File: config.mk
export PLATFORM = sky130hd
export DESIGN_NAME = alu_control_sequencer
export DESIGN_NICKNAME = d
export VERILOG_FILES = /design/src/rtl/alu_control_sequencer.sv
export SDC_FILE = /design/constraint.sdc
export NUM_CORES = 1
export LEC_CHECK = 0
export ABC_AREA = 1
export BUFFER_PORTS_ARGS = -buffer_cell sky130_fd_sc_hd__buf_2
export CORE_AREA = 8 8 70 72
export DETAILED_ROUTE_END_ITERATION = 8
export DIE_AREA = 0 0 78 80
export HOLD_SLACK_MARGIN = 0.05
export PLACE_DENSITY_LB_ADDON = 0.05
export SYNTH_ARGS = -nofsm -noshare
export SYNTH_HDL_FRONTEND = slang
export SYNTH_SLANG_ARGS = --single-unit
File: constraint.sdc
create_clock -name Clock -period 3.3 [get_ports Clock]
set_clock_uncertainty 0.1 [all_clocks]
set_input_delay 0.66 -clock Clock [delete_from_list [all_inputs] [get_ports Clock]]
set_output_delay 0.66 -clock Clock [all_outputs]
set_load 0.03 [all_outputs]
File: src/rtl/alu_control_sequencer.sv
// Hardwired Moore control unit sequencing fetch and 3-register ALU execute.
// Optional SINGLE_STEP_EN adds a Step input and a PAUSE state after each instruction.
module alu_control_sequencer #(
    parameter int MEM_TIMEOUT = 15,
    parameter int COUNT_W     = 16
) (
    input  logic               Clock,
    input  logic               Reset,
    input  logic               Run,
    input  logic [31:0]        IR,
    input  logic               MemDone,
`ifdef SINGLE_STEP_EN
    input  logic               Step,
`endif
    output logic               PCout,
    output logic               ZLowout,
    output logic               MDRout,
    output logic               MARin,
    output logic               PCin,
    output logic               MDRin,
    output logic               IRin,
    output logic               Yin,
    output logic               ZLowIn,
    output logic               IncPC,
    output logic               Read,
    output logic               Gra,
    output logic               Grb,
    output logic               Grc,
    output logic               Rin,
    output logic               Rout,
    output logic [4:0]         AluOp,
    output logic               Halted,
    output logic               Fault,
    output logic [COUNT_W-1:0] InstrCount
);

    localparam logic [7:0] LP_TMO = 8'(MEM_TIMEOUT);

    typedef enum logic [3:0] {
        S_IDLE,
        S_T0,
        S_T1,
        S_T2,
        S_T3,
        S_T4,
        S_T5,
`ifdef SINGLE_STEP_EN
        S_PAUSE,
`endif
        S_HALT,
        S_FAULT
    } state_t;

    state_t             r_state;
    logic [7:0]         r_wait;
    logic [COUNT_W-1:0] r_count;
`ifdef SINGLE_STEP_EN
    logic               r_armed;
`endif

    logic [4:0] w_op;
    logic       w_alu;
    logic       w_first_t1;
    logic       w_unused;

    assign w_op       = IR[31:27];
    assign w_alu      = (w_op[4:3] == 2'b00);
    assign w_first_t1 = (r_wait == 8'd0);
    assign w_unused   = ^IR[26:0];
    assign InstrCount = r_count;

    always_ff @(posedge Clock) begin
        if (Reset) begin
            r_state <= S_IDLE;
            r_wait  <= 8'd0;
            r_count <= '0;
`ifdef SINGLE_STEP_EN
            r_armed <= 1'b1;
`endif
        end else begin
            unique case (r_state)
                S_IDLE: if (Run) r_state <= S_T0;
                S_T0: begin
                    r_state <= S_T1;
                    r_wait  <= 8'd0;
                end
                S_T1: begin
                    if (MemDone) begin
                        r_state <= S_T2;
                    end else if (r_wait + 8'd1 >= LP_TMO) begin
                        r_state <= S_FAULT;
                    end else begin
                        r_wait <= r_wait + 8'd1;
                    end
                end
                S_T2: r_state <= S_T3;
                S_T3: begin
                    if (w_alu)              r_state <= S_T4;
                    else if (&w_op)         r_state <= S_HALT;
                    else                    r_state <= S_FAULT;
                end
                S_T4: r_state <= S_T5;
                S_T5: begin
                    r_count <= r_count + 1'b1;
`ifdef SINGLE_STEP_EN
                    r_state <= Run ? S_PAUSE : S_IDLE;
`else
                    r_state <= Run ? S_T0 : S_IDLE;
`endif
                end
`ifdef SINGLE_STEP_EN
                // One instruction per Step pulse; Step must drop before re-arming
                S_PAUSE: begin
                    if (!Step) r_armed <= 1'b1;
                    if (!Run) begin
                        r_state <= S_IDLE;
                    end else if (Step && r_armed) begin
                        r_state <= S_T0;
                        r_armed <= 1'b0;
                    end
                end
`endif
                S_HALT:  r_state <= S_HALT;
                S_FAULT: r_state <= S_FAULT;
                default: r_state <= S_IDLE;
            endcase
        end
    end

    always_comb begin
        PCout   = 1'b0;
        ZLowout = 1'b0;
        MDRout  = 1'b0;
        MARin   = 1'b0;
        PCin    = 1'b0;
        MDRin   = 1'b0;
        IRin    = 1'b0;
        Yin     = 1'b0;
        ZLowIn  = 1'b0;
        IncPC   = 1'b0;
        Read    = 1'b0;
        Gra     = 1'b0;
        Grb     = 1'b0;
        Grc     = 1'b0;
        Rin     = 1'b0;
        Rout    = 1'b0;
        AluOp   = 5'd0;
        Halted  = 1'b0;
        Fault   = 1'b0;
        unique case (r_state)
            S_T0: begin
                PCout  = 1'b1;
                MARin  = 1'b1;
                IncPC  = 1'b1;
                ZLowIn = 1'b1;
            end
            S_T1: begin
                ZLowout = w_first_t1;
                PCin    = w_first_t1;
                Read    = 1'b1;
                MDRin   = 1'b1;
            end
            S_T2: begin
                MDRout = 1'b1;
                IRin   = 1'b1;
            end
            // IR is valid here; halt/illegal opcodes get no enables
            S_T3: begin
                Grb  = w_alu;
                Rout = w_alu;
                Yin  = w_alu;
            end
            S_T4: begin
                Grc    = 1'b1;
                Rout   = 1'b1;
                ZLowIn = 1'b1;
                AluOp  = w_op;
            end
            S_T5: begin
                ZLowout = 1'b1;
                Gra     = 1'b1;
                Rin     = 1'b1;
            end
            S_HALT:  Halted = 1'b1;
            S_FAULT: Fault  = 1'b1;
            default: ;
        endcase
    end

endmodule

==> impl_results.md, run 1 <==
* Adder-Cell Fraction of Synth Area at between 2 and 3%
* Clock buffers created by TritonCTS at 3
* Number of synthesized register bits at 28
* Leading cell types in the layout, fill and taps excluded: 54 x sky130_fd_sc_hd__nand2_1, 47 x sky130_fd_sc_hd__buf_2, 43 x sky130_fd_sc_hd__inv_1
* Final worst setup slack at 1.004 ns
* Top Ports at 75
* Synth Cell Area at 0.001772 sq mm
* Hold_buf cts at 0
* TritonCTS Sinks at 28
* Fraction of final layout cells with drive strength greater than 1 at a little over a fifth
* GP Congestion at 0.8212
* Net count after synthesis at ~320
* Cell count after synthesis at roughly 280
* Clock transition at the register clock pins on the worst setup and hold paths after CTS at approximately 0.09 ns
* Portion of the post-synthesis area used by sequential elements at 31.64%
* Routing usage on met1 at 15.84%
* Cell at the slowest stage of the critical path: sky130_fd_sc_hd__dfxtp_1
* Total length of routed wires at between 4000 and 5000 um
* Gate power share at between 40% and 50%
* Total gr overflow at 0
* Clock Tree Buf Depth at 2
* Count of distinct cell types in the synthesized netlist at 27
* Number of antenna violations at the first check in global routing at 0
* Core Footprint at 0.003856 sq mm
* Setup Buffers After CTS at 0
* Total setup violations reported at the end of the flow at 0
* DR WL/cell at roughly 11 um
* Required time worst endpoint at ~2.5 ns
* Post-DP HPWL at about 3400 um
* Leak Pwr at between 0.001 and 0.0015 uW
* Largest incremental delay on the critical path at 0.36 ns
* Cell area reported after detailed placement at approximately 0.0020 sq mm
* Critical path class: reg2out
* Maximum number of pins on one net before global-route repair at 16
* DIE HEIGHT at about 80 um
* Number of filler cells placed in the layout at 413
* TritonCTS clock tree: built
* Data arrival time of the critical path at 1.54 ns
* Dominant combinational cell family by area after synthesis: simple AND/OR/NAND/NOR gates
* Area share of and/or/nand/nor cells after synthesis at 40.61%
* Number of DRC markers in iteration 0 at 59
* Fraction of power consumed by the clock network at ~16%
* Final min period at approximately 2.3 ns
* Run status: complete, no violations
* GR Util met3 at under 10%
* Kind of start point of the critical path: flip-flop
* Slew at the pin closest to its max-slew limit at ~0.43 ns
* H-tree levels at 1
* GRT busiest layer: met2
* DIE AREA at ~0.0062 sq mm
* Crit-path cells: nor2_1 > nand3_1 > inv_1 > buf_2
* Width of the die at around 78 um
* Total internal power at 598.4 uW
* Mean Syn Cell Area at approximately 6.4 sq um
* Starting Density at a little under half
* Peak supply drop at approximately 0.22 mV
* Area of the multi-input gates at 984.7 sq um
* Number of endpoints with negative hold slack in the final report at 0
* All-layer global routing usage at between 10% and 20%
* Switching pwr at around 500 uW
* Mux share of post-synthesis cell area at 0%
* RSZ-0062 raised after global routing: no
* Parity-gate share of the synthesized area counting xor and xnor cells at less than 1%
* CP Max Fanout at 6
* Routed vias at 1,810
* Worst slew margin relative to its limit at a little under three quarters
* # diodes at 0
* Count of final max-slew check failures at 0
* Post-synthesis compound-gate area fraction at 11.65%
* Count of synthesis-stage warnings from yosys at 0
* Endpoint type of the worst setup path: output pin
* Per-cell via count in the routed design at just under 5
* Std cell rows at 23
* Switching portion of total power at a little under half
* Resized Gates After CTS at 0
* Sequential fraction of design power at a little under two fifths
* Synth-to-Final Area Change at 16.10%
* Setup TNS at 0 ns
* Max-cap violations at 0
* Final worst path period share at a little over two thirds
* Peak clock frequency supported by timing at 435.5 MHz
* Most frequent standard cell in the layout excluding fill and tap cells: sky130_fd_sc_hd__nand2_1
* Pre-Repair DR Iteration Count at 4
* PD cells at between 500 and 600 mW/mm^2
* Class of the tightest hold or removal check: reg2reg
* Global-route wire length before repair at ~7200 um
* GR met2 Demand/Resource at 24.48%
* Post-placement worst setup slack at ~1.2 ns
* Vias in the first global route at 1,644
* # DRC at 0
* Final #Nets at about 360
* Worst-Skew Late Latency at about 0.27 ns
* Number of antenna-violating nets in the routed design at 0
* Total of buffers placed on input and output ports at 47
* Total non-filler cell area in the finished layout at a little over 0.002 sq mm
* Sequential standard cell area at between 500 and 600 sq um
* Master cell of the clock root buffer: sky130_fd_sc_hd__clkbuf_8
[synth_stat cells, drive strengths merged]
master	count	area [sq um]
nor2	54	271.5
a21oi	18	90.09
nor4	1	6.260
ha	4	50.05
o21a	3	22.52
nand4	5	31.28
o21bai	1	7.510
clkbuf	1	3.750
o21ai	16	80.08
nor3	11	55.05
dfxtp	28	560.5
nand2	58	232.7
inv	46	172.7
a31oi	1	6.260
nand3	22	115.1
xor2	1	8.760
buf	7	50.04
nand3b	1	7.510
[state kept, by name, summed over array words and instances, names as in the netlist]
name,count
InstrCount,16
r_state,4
r_wait,8
[cell families (layout without fill, tap and decap cells)]
family | count (synthesis) | count (layout)
flops | 28 | 28
simple gates | 152 | 152
fa+ha+maj | 4 | 4
buf+inv | 54 | 96
xor+xnor | 1 | 1
compound gates | 39 | 39
[cell type report]
class | count | share of cell area (%)
Timing Repair Buffer | 47 | 11.44
Sequential cell | 28 | 27.25
Multi-Input combinational cell | 196 | 47.87
Clock buffer | 3 | 2.007
Inverter | 46 | 8.394
Tap cell | 50 | 3.041
[metal layers]
| metal | wire (um) | share of wire [%] | up-vias |
|---|---|---|---|
| met5 | 0 | 0 | - |
| met1 | 1906 | 45 | 802 |
| li1 | - | - | 961 |
| met3 | 220 | 5.2 | 4 |
| met2 | 2040 | 49 | 43 |
| met4 | 34 | 0.81 | 0 |
[power groups by stage]
stage	combinational, uW	clock [uW]	sequential [uW]
final	505	180	416
after floorplan	419	0	416
after detailed placement	510	0	423
after CTS	512	189	415
after global placement	509	0	423
after global routing	571	198	423
[worst max-delay path, delay by kind of cell, from the launching register on]
kind / cells / cell delay, ns
buf+inv: 2 / 0.41
flops: 1 / 0.36
simple gates: 2 / 0.49
[worst paths after layout]
check | from | to | slack (ns) | depth (start not counted)
setup / recovery | r_state[3] | IncPC | 1.00 | 4
hold / removal | InstrCount[12] | InstrCount[12] | 0.40 | 2
setup reg to reg | r_wait[1] | r_wait[0] | 1.48 | 10
hold reg to reg | InstrCount[12] | InstrCount[12] | 0.40 | 2
[per-stage QoR]
| stage | util (%) | total power [uW] | hold slack (ns) | std cells |
|---|---|---|---|---|
| detailed placement | 52.27 | 933.3 | 0.3840 | 367 |
| CTS | 53.34 | 1115 | 0.3993 | 370 |
| finish | 53.34 | 1101 | 0.4005 | 370 |
| floorplan | - | 835.2 | 0.3522 | 278 |
| global placement | 52.27 | 932.3 | 0.3725 | 367 |
| global route | 53.34 | 1192 | 0.4200 | 370 |
(Power assumes the default switching activity.)
==> inputs of run 2 (changes only) <==
- CORE_AREA: 8 8 70 72 -> 8 8 74 76
- DIE_AREA: 0 0 78 80 -> 0 0 82 84
- clock period: 3.3 -> 2.07 ns (I/O delays scaled with it)
==> run 2 against run 1 <==
Via count shrank 2.6%; combinational power grew 66%; sequential cell count is the same; largest power group unchanged.
==> impl_results.md, run 2 (synthesis results as in run 1) <==
* Top Ports at 75
* Routed vias at between 1,500 and 2,000
* H-tree levels at 1
* Setup Buffers After CTS at 0
* Synth-to-Final Area Change at 17.80%
* Number of antenna violations at the first check in global routing at 0
* Clock buffers created by TritonCTS at 3
* DR WL/cell at ~11 um
* Number of endpoints with negative hold slack in the final report at 0
* Peak clock frequency supported by timing at around 520 MHz
* Peak supply drop at roughly 0.31 mV
* Crit-path cells: inv_1 > nor2_4 > nand2_4 > inv_1 > buf_2
* Final #Nets at 363
* Kind of start point of the critical path: flip-flop
* Std cell rows at 24
* TritonCTS clock tree: built
* Width of the die at 82 um
* PD cells at a little under 900 mW/mm^2
* Fraction of final layout cells with drive strength greater than 1 at between 20% and 30%
* Largest incremental delay on the critical path at between 0.3 and 0.4 ns
* # diodes at 0
* Core Footprint at around 0.0043 sq mm
* Total length of routed wires at roughly 4300 um
* Number of filler cells placed in the layout at 480
* Leading cell types in the layout, fill and taps excluded: 54 x sky130_fd_sc_hd__nand2_1, 46 x sky130_fd_sc_hd__buf_2, 43 x sky130_fd_sc_hd__inv_1
* Global-route wire length before repair at 7348 um
* Slew at the pin closest to its max-slew limit at ~0.44 ns
* Leak Pwr at 0.001083 uW
* Final min period at between 1.5 and 2 ns
* Final worst setup slack at approximately 0.16 ns
* Run status: complete, no violations
* Total of buffers placed on input and output ports at between 40 and 50
* Most frequent standard cell in the layout excluding fill and tap cells: sky130_fd_sc_hd__nand2_1
* RSZ-0062 raised after global routing: no
* Hold_buf cts at 0
* Total instance count after detailed placement at between 300 and 400
* # DRC at 0
* Cell at the slowest stage of the critical path: sky130_fd_sc_hd__dfxtp_1
* Critical path class: reg2out
* DIE HEIGHT at 84 um
* Final worst path period share at between 90% and 100%
* Worst-Skew Late Latency at 0.27 ns
* Number of DRC markers in iteration 0 at between 50 and 60
* Post-placement worst setup slack at a little over 0.3 ns
* Maximum number of pins on one net before global-route repair at 16
* Master cell of the clock root buffer: sky130_fd_sc_hd__clkbuf_8
* Clock transition at the register clock pins on the worst setup and hold paths after CTS at around 0.09 ns
* Post-DP HPWL at 3507 um
* Clock Tree Buf Depth at 2
* All-layer global routing usage at about an eighth
* Count of final max-slew check failures at 0
* Final std cells w/o fill at between 300 and 400
* Class of the tightest hold or removal check: in2reg
* Final core utilization at about half
* Total gr overflow at 0
* TritonCTS Sinks at 28
* Starting Density at 41.55%
* Data arrival time of the critical path at 1.39 ns
* Pre-Repair DR Iteration Count at 4
* GP Congestion at roughly 0.8
* Required time worst endpoint at around 1.6 ns
* Setup TNS at 0 ns
* CP Max Fanout at 9
* Per-cell via count in the routed design at ~4.7
* Number of antenna-violating nets in the routed design at 0
* Total setup violations reported at the end of the flow at 0
* Critical Path Most Common Cell: sky130_fd_sc_hd__inv_1
* Vias in the first global route at roughly 1,700
* Max-cap violations at 0
* Endpoint type of the worst setup path: output pin
* Number of flip-flops in the largest register at 16
* DIE AREA at 0.006888 sq mm
* Worst slew margin relative to its limit at 70.37%
* Family with the most delay on the worst path: buffers and inverters
* WP buf/inv at 3
-- run 2: final timing paths --
| path | startpoint | cells past startpoint | end | slack (ns) |
|---|---|---|---|---|
| hold / removal | Run | 3 | r_state[1] | 0.29 |
| setup / recovery | r_state[2] | 5 | Rin | 0.16 |
| setup reg to reg | r_wait[1] | 10 | r_wait[3] | 0.30 |
| hold reg to reg | r_wait[7] | 2 | r_wait[7] | 0.39 |
-- run 2: layer usage --
layer | global-route usage, % | up-vias | wire, um
met3 | 2.586 | 4 | 267
met5 | 0 | - | 0
met1 | 14.66 | 755 | 1946
met2 | 22.84 | 31 | 2012
met4 | 4.792 | 0 | 61
li1 | - | 973 | -
-- run 2: stage by stage --
stage          total power [uW]  instance area, sq um  hold WS [ns]
6_report                   1842                  2087        0.2910
4_1_cts                    1857                  2081        0.2866
3_5_place_dp               1515                  2026        0.3776
3_3_place_gp               1517                  2026        0.3722
5_1_grt                    1998                  2087        0.2997
2_1_floorplan              1331                  1772        0.3522
-- run 2: final cells by class --
type | instances | area [sq um] | share of cell area [%]
multi-input combinational | 196 | 987.2 | 47.30
sequential | 28 | 561.8 | 26.92
timing repair buffer | 48 | 245.2 | 11.75
inverter | 46 | 172.7 | 8.273
tap | 52 | 65.06 | 3.118
clock buffer | 4 | 55.05 | 2.638
-- run 2: power breakdown --
| group | switching [uW] | internal, uW | leakage, uW |
|---|---|---|---|
| Sequential | 74.3 | 593 | 0.000227 |
| Clock | 169 | 170 | 0.0000288 |
| Combinational | 581 | 254 | 0.000828 |
| Total | 825 | 1020 | 0.00108 |
-- run 2: timing repair --
item	in CTS	in global routing
setup endpoints to repair	0	13
resized for setup	0	4
hold endpoints to repair	0	0
-- run 2: worst reg2reg max path, delay by kind of cell, from the launching register on --
kind,cells,cell delay [ns]
and+or+nand+nor,9,0.93
adders and majority gates,1,0.22
DFF,1,0.43
==> inputs of run 3 (changes only) <==
- ABC_AREA: 1 -> default
- CORE_AREA: 8 8 74 76 -> 8 8 71 73
- DIE_AREA: 0 0 82 84 -> 0 0 79 81
==> run 3 against run 2 <==
The run now ends with negative setup slack left; global-route usage fell by 0.41 points; sequential power decreased by 11%; sequential cell count did not move; routed wire length is 4.2% higher; via count down 8.4%; cell count decreased by 17%; register-to-register slack worse by 0.44 ns; non-clock buffer count grew 28; hold slack improved by 0.093 ns; final area up 10%; combinational power up 18%; critical endpoint is now r_wait[0]; largest cell class unchanged.
==> impl_results.md, run 3 <==
* Data arrival time of the critical path at 2.30 ns
* Mean Syn Cell Area at approximately 8.1 sq um
* Required time worst endpoint at 2.16 ns
* Count of final max-slew check failures at 0
* Gate power share at around half
* Critical path class: reg2reg
* Final-layout worst hold slack at approximately 0.38 ns
* Synth-to-Final Area Change at 46.18%
* DIE AREA at 0.006399 sq mm
* Total gr overflow at 0
* Worst slew margin relative to its limit at 78.06%
* Cell types occupying the most area after synthesis: sky130_fd_sc_hd__dfxtp_1 36%, sky130_fd_sc_hd__nor2_1 5.0%, sky130_fd_sc_hd__xor2_1 5.0%
* RSZ-0062 raised after global routing: yes
* Library cell with the highest instance count after synthesis: sky130_fd_sc_hd__dfxtp_1
* Cell area reported after detailed placement at just under 0.002 sq mm
* # DRC at 0
* Starting Density at 40.22%
* Master cell of the clock root buffer: sky130_fd_sc_hd__clkbuf_8
* # diodes at 0
* TritonCTS Sinks at 28
* Number of antenna-violating nets in the routed design at 0
* End of the worst register-to-register path: r_wait[0]
* Cell count after synthesis at ~200
* Final min period at 2.208 ns
* Pre-Repair DR Iteration Count at 6
* TritonCTS clock tree: built
* Fraction of final layout cells with drive strength greater than 1 at about 44%
* Switching portion of total power at 38.88%
* Peak clock frequency supported by timing at approximately 450 MHz
* Total internal power at between 1000 and 1500 uW
* Final worst path period share at 106.7%
* PD cells at between 800 and 900 mW/mm^2
* Core Footprint at ~0.0039 sq mm
* Clock Tree Buf Depth at 2
* Crit-path cells: xor2_1 > or4b_1 > a211o_1 > a211o_4 > or3_1 > o31ai_2
* Post-placement worst setup slack at -0.1615 ns
* All-layer global routing usage at approximately 13%
* Final #Nets at 303
* Global-route wire length before repair at between 6000 and 7000 um
* Clock buffers created by TritonCTS at 3
* Sequential fraction of design power at between 20% and 30%
* Yosys top cell by area: sky130_fd_sc_hd__dfxtp_1
* Number of flip-flops in the largest register at 16
* Leading cell types in the layout, fill and taps excluded: 44 x sky130_fd_sc_hd__buf_2, 23 x sky130_fd_sc_hd__dfxtp_1, 23 x sky130_fd_sc_hd__buf_4
* Top Ports at 75
* Worst setup slack for register-to-register paths at -0.14 ns
* Fraction of power consumed by the clock network at 21.9%
* Run status: finished with violations
* Launch instance of the worst min-delay path: Reset
* Per-cell via count in the routed design at roughly 5.2
* Largest incremental delay on the critical path at between 0.5 and 0.6 ns
* Total of buffers placed on input and output ports at 47
* Top cell type's share of synthesized area at 35.61%
* Hold endpoint: InstrCount[12]
* DR WL/cell at ~14 um
* Leading cell types by count after synthesis: 28 x sky130_fd_sc_hd__dfxtp_1, 21 x sky130_fd_sc_hd__nor2_1, 11 x sky130_fd_sc_hd__nand2_1
* Source of the critical timing path: r_wait[6]
* Cell at the slowest stage of the critical path: sky130_fd_sc_hd__or4b_1
* Endpoint type of the worst setup path: flip-flop
* Count of synthesis-stage warnings from yosys at 0
* Flip-flop cell with the highest count after synthesis: sky130_fd_sc_hd__dfxtp_1
* Vias in the first global route at between 1,000 and 1,500
* Slew at the pin closest to its max-slew limit at 0.3283 ns
* Width of the die at a little under 80 um
* Count of distinct cell types in the synthesized netlist at between 40 and 50
* Switching pwr at ~780 uW
* Peak supply drop at approximately 0.53 mV
* Total non-filler cell area in the finished layout at ~0.0023 sq mm
* Final std cells w/o fill at 312
* Class of the tightest hold or removal check: in2reg
* Synth Cell Area at ~0.0016 sq mm
* H-tree levels at 1
* Setup TNS at -0.8168 ns
* Post-DP HPWL at 3186 um
* Maximum number of pins on one net before global-route repair at 17
* Clock transition at the register clock pins on the worst setup and hold paths after CTS at about 0.1 ns
* Std cell rows at 23
* Violations in the final reports: negative setup slack
* Portion of the post-synthesis area used by sequential elements at a little over a third
* Leak Pwr at about 0.0010 uW
* Total setup violations reported at the end of the flow at 13
* Max-cap violations at 0
* Final worst setup slack at -0.1380 ns
* Worst-Skew Late Latency at 0.28 ns
* Number of DRC markers in iteration 0 at around 110
* Number of antenna violations at the first check in global routing at 0
* Kind of start point of the critical path: flip-flop
* GP Congestion at around 0.85
* Total instance count after detailed placement at between 200 and 300
* Net count after synthesis at around 240
* Worst Reg2Reg Path Length in Cells at 6
* Total length of routed wires at 4468 um
* Async SR Flop Fraction at 0%
* Hold depth at 2
* Routed vias at 1,615
* Most frequent standard cell in the layout excluding fill and tap cells: sky130_fd_sc_hd__buf_2
* Number of synthesized register bits at 28
* Number of endpoints with negative hold slack in the final report at 0
* Post-synth EDFFs at 0
* Worst reg2reg path startpoint: r_wait[6]
* DIE HEIGHT at 81 um
* CP Max Fanout at 5
run 3: kinds of logic (layout without fill, tap and decap cells):
logic type | Yosys count | after routing | share of synthesized area, %
simple gates | 95 | 95 | 33.23
compound gates | 33 | 34 | 12.88
flops | 28 | 28 | 35.61
buf+inv | 21 | 87 | 7.154
xor+xnor | 12 | 12 | 6.678
fa+ha+maj | 4 | 4 | 3.180
mux | 2 | 2 | 1.272
run 3: final cells by class:
cell class	count	area, sq um
clock buffers	3	41.29
clock inverters	1	30.03
fillers	370	1613
inverters	7	31.28
multi-input cells	147	1071
flip-flops and latches	28	566.8
well taps	50	62.56
repair buffers	76	498.0
run 3: repair_timing:
item | in CTS | in global routing
endpoints found under the setup margin | 18 | 25
pin swaps | 7 | 10
hold buffers | 0 | 0
cloned | 1 | 0
gates resized for setup | 23 | 30
setup buffers | 3 | 8
run 3: power groups by stage:
stage               combinational, uW  sequential (uW)  clock, uW
floorplan                         554              604          0
detailed placement                759              597          0
global placement                  755              595          0
global route                     1050              595        478
finish                            985              591        441
CTS                               825              588        454
run 3: metrics by stage:
step | power (uW) | util, %
6_report | 2017 | 58.79
5_1_grt | 2124 | 58.79
4_1_cts | 1867 | 54.22
3_5_place_dp | 1356 | 49.42
3_3_place_gp | 1350 | 49.42
2_1_floorplan | 1158 | -
run 3: routing by layer:
| metal | vias up | track usage (%) | share of wire, % |
|---|---|---|---|
| met5 | - | 0 | 0 |
| met1 | 766 | 15.35 | 43 |
| met4 | 0 | 3.889 | 0.85 |
| li1 | 818 | - | - |
| met3 | 4 | 3.091 | 5.3 |
| met2 | 27 | 21.36 | 51 |
run 3: critical path: cells and delay by family, from the launching register on:
family / cells / cell delay, ns
flops: 1 / 0.34
compound gates: 3 / 0.68
simple gates: 2 / 0.86
xor+xnor: 1 / 0.15
run 3: how the worst max path moves through the flow:
stage / cells after the start / slack (ns) / endpoint
finish: 6 / -0.14 / r_wait[0]
global route: 8 / -0.21 / ZLowout
CTS: 6 / -0.16 / r_wait[0]
detailed placement: 6 / -0.16 / r_wait[0]
global placement: 6 / -0.13 / r_wait[0]
floorplan: 2 / -0.09 / Fault
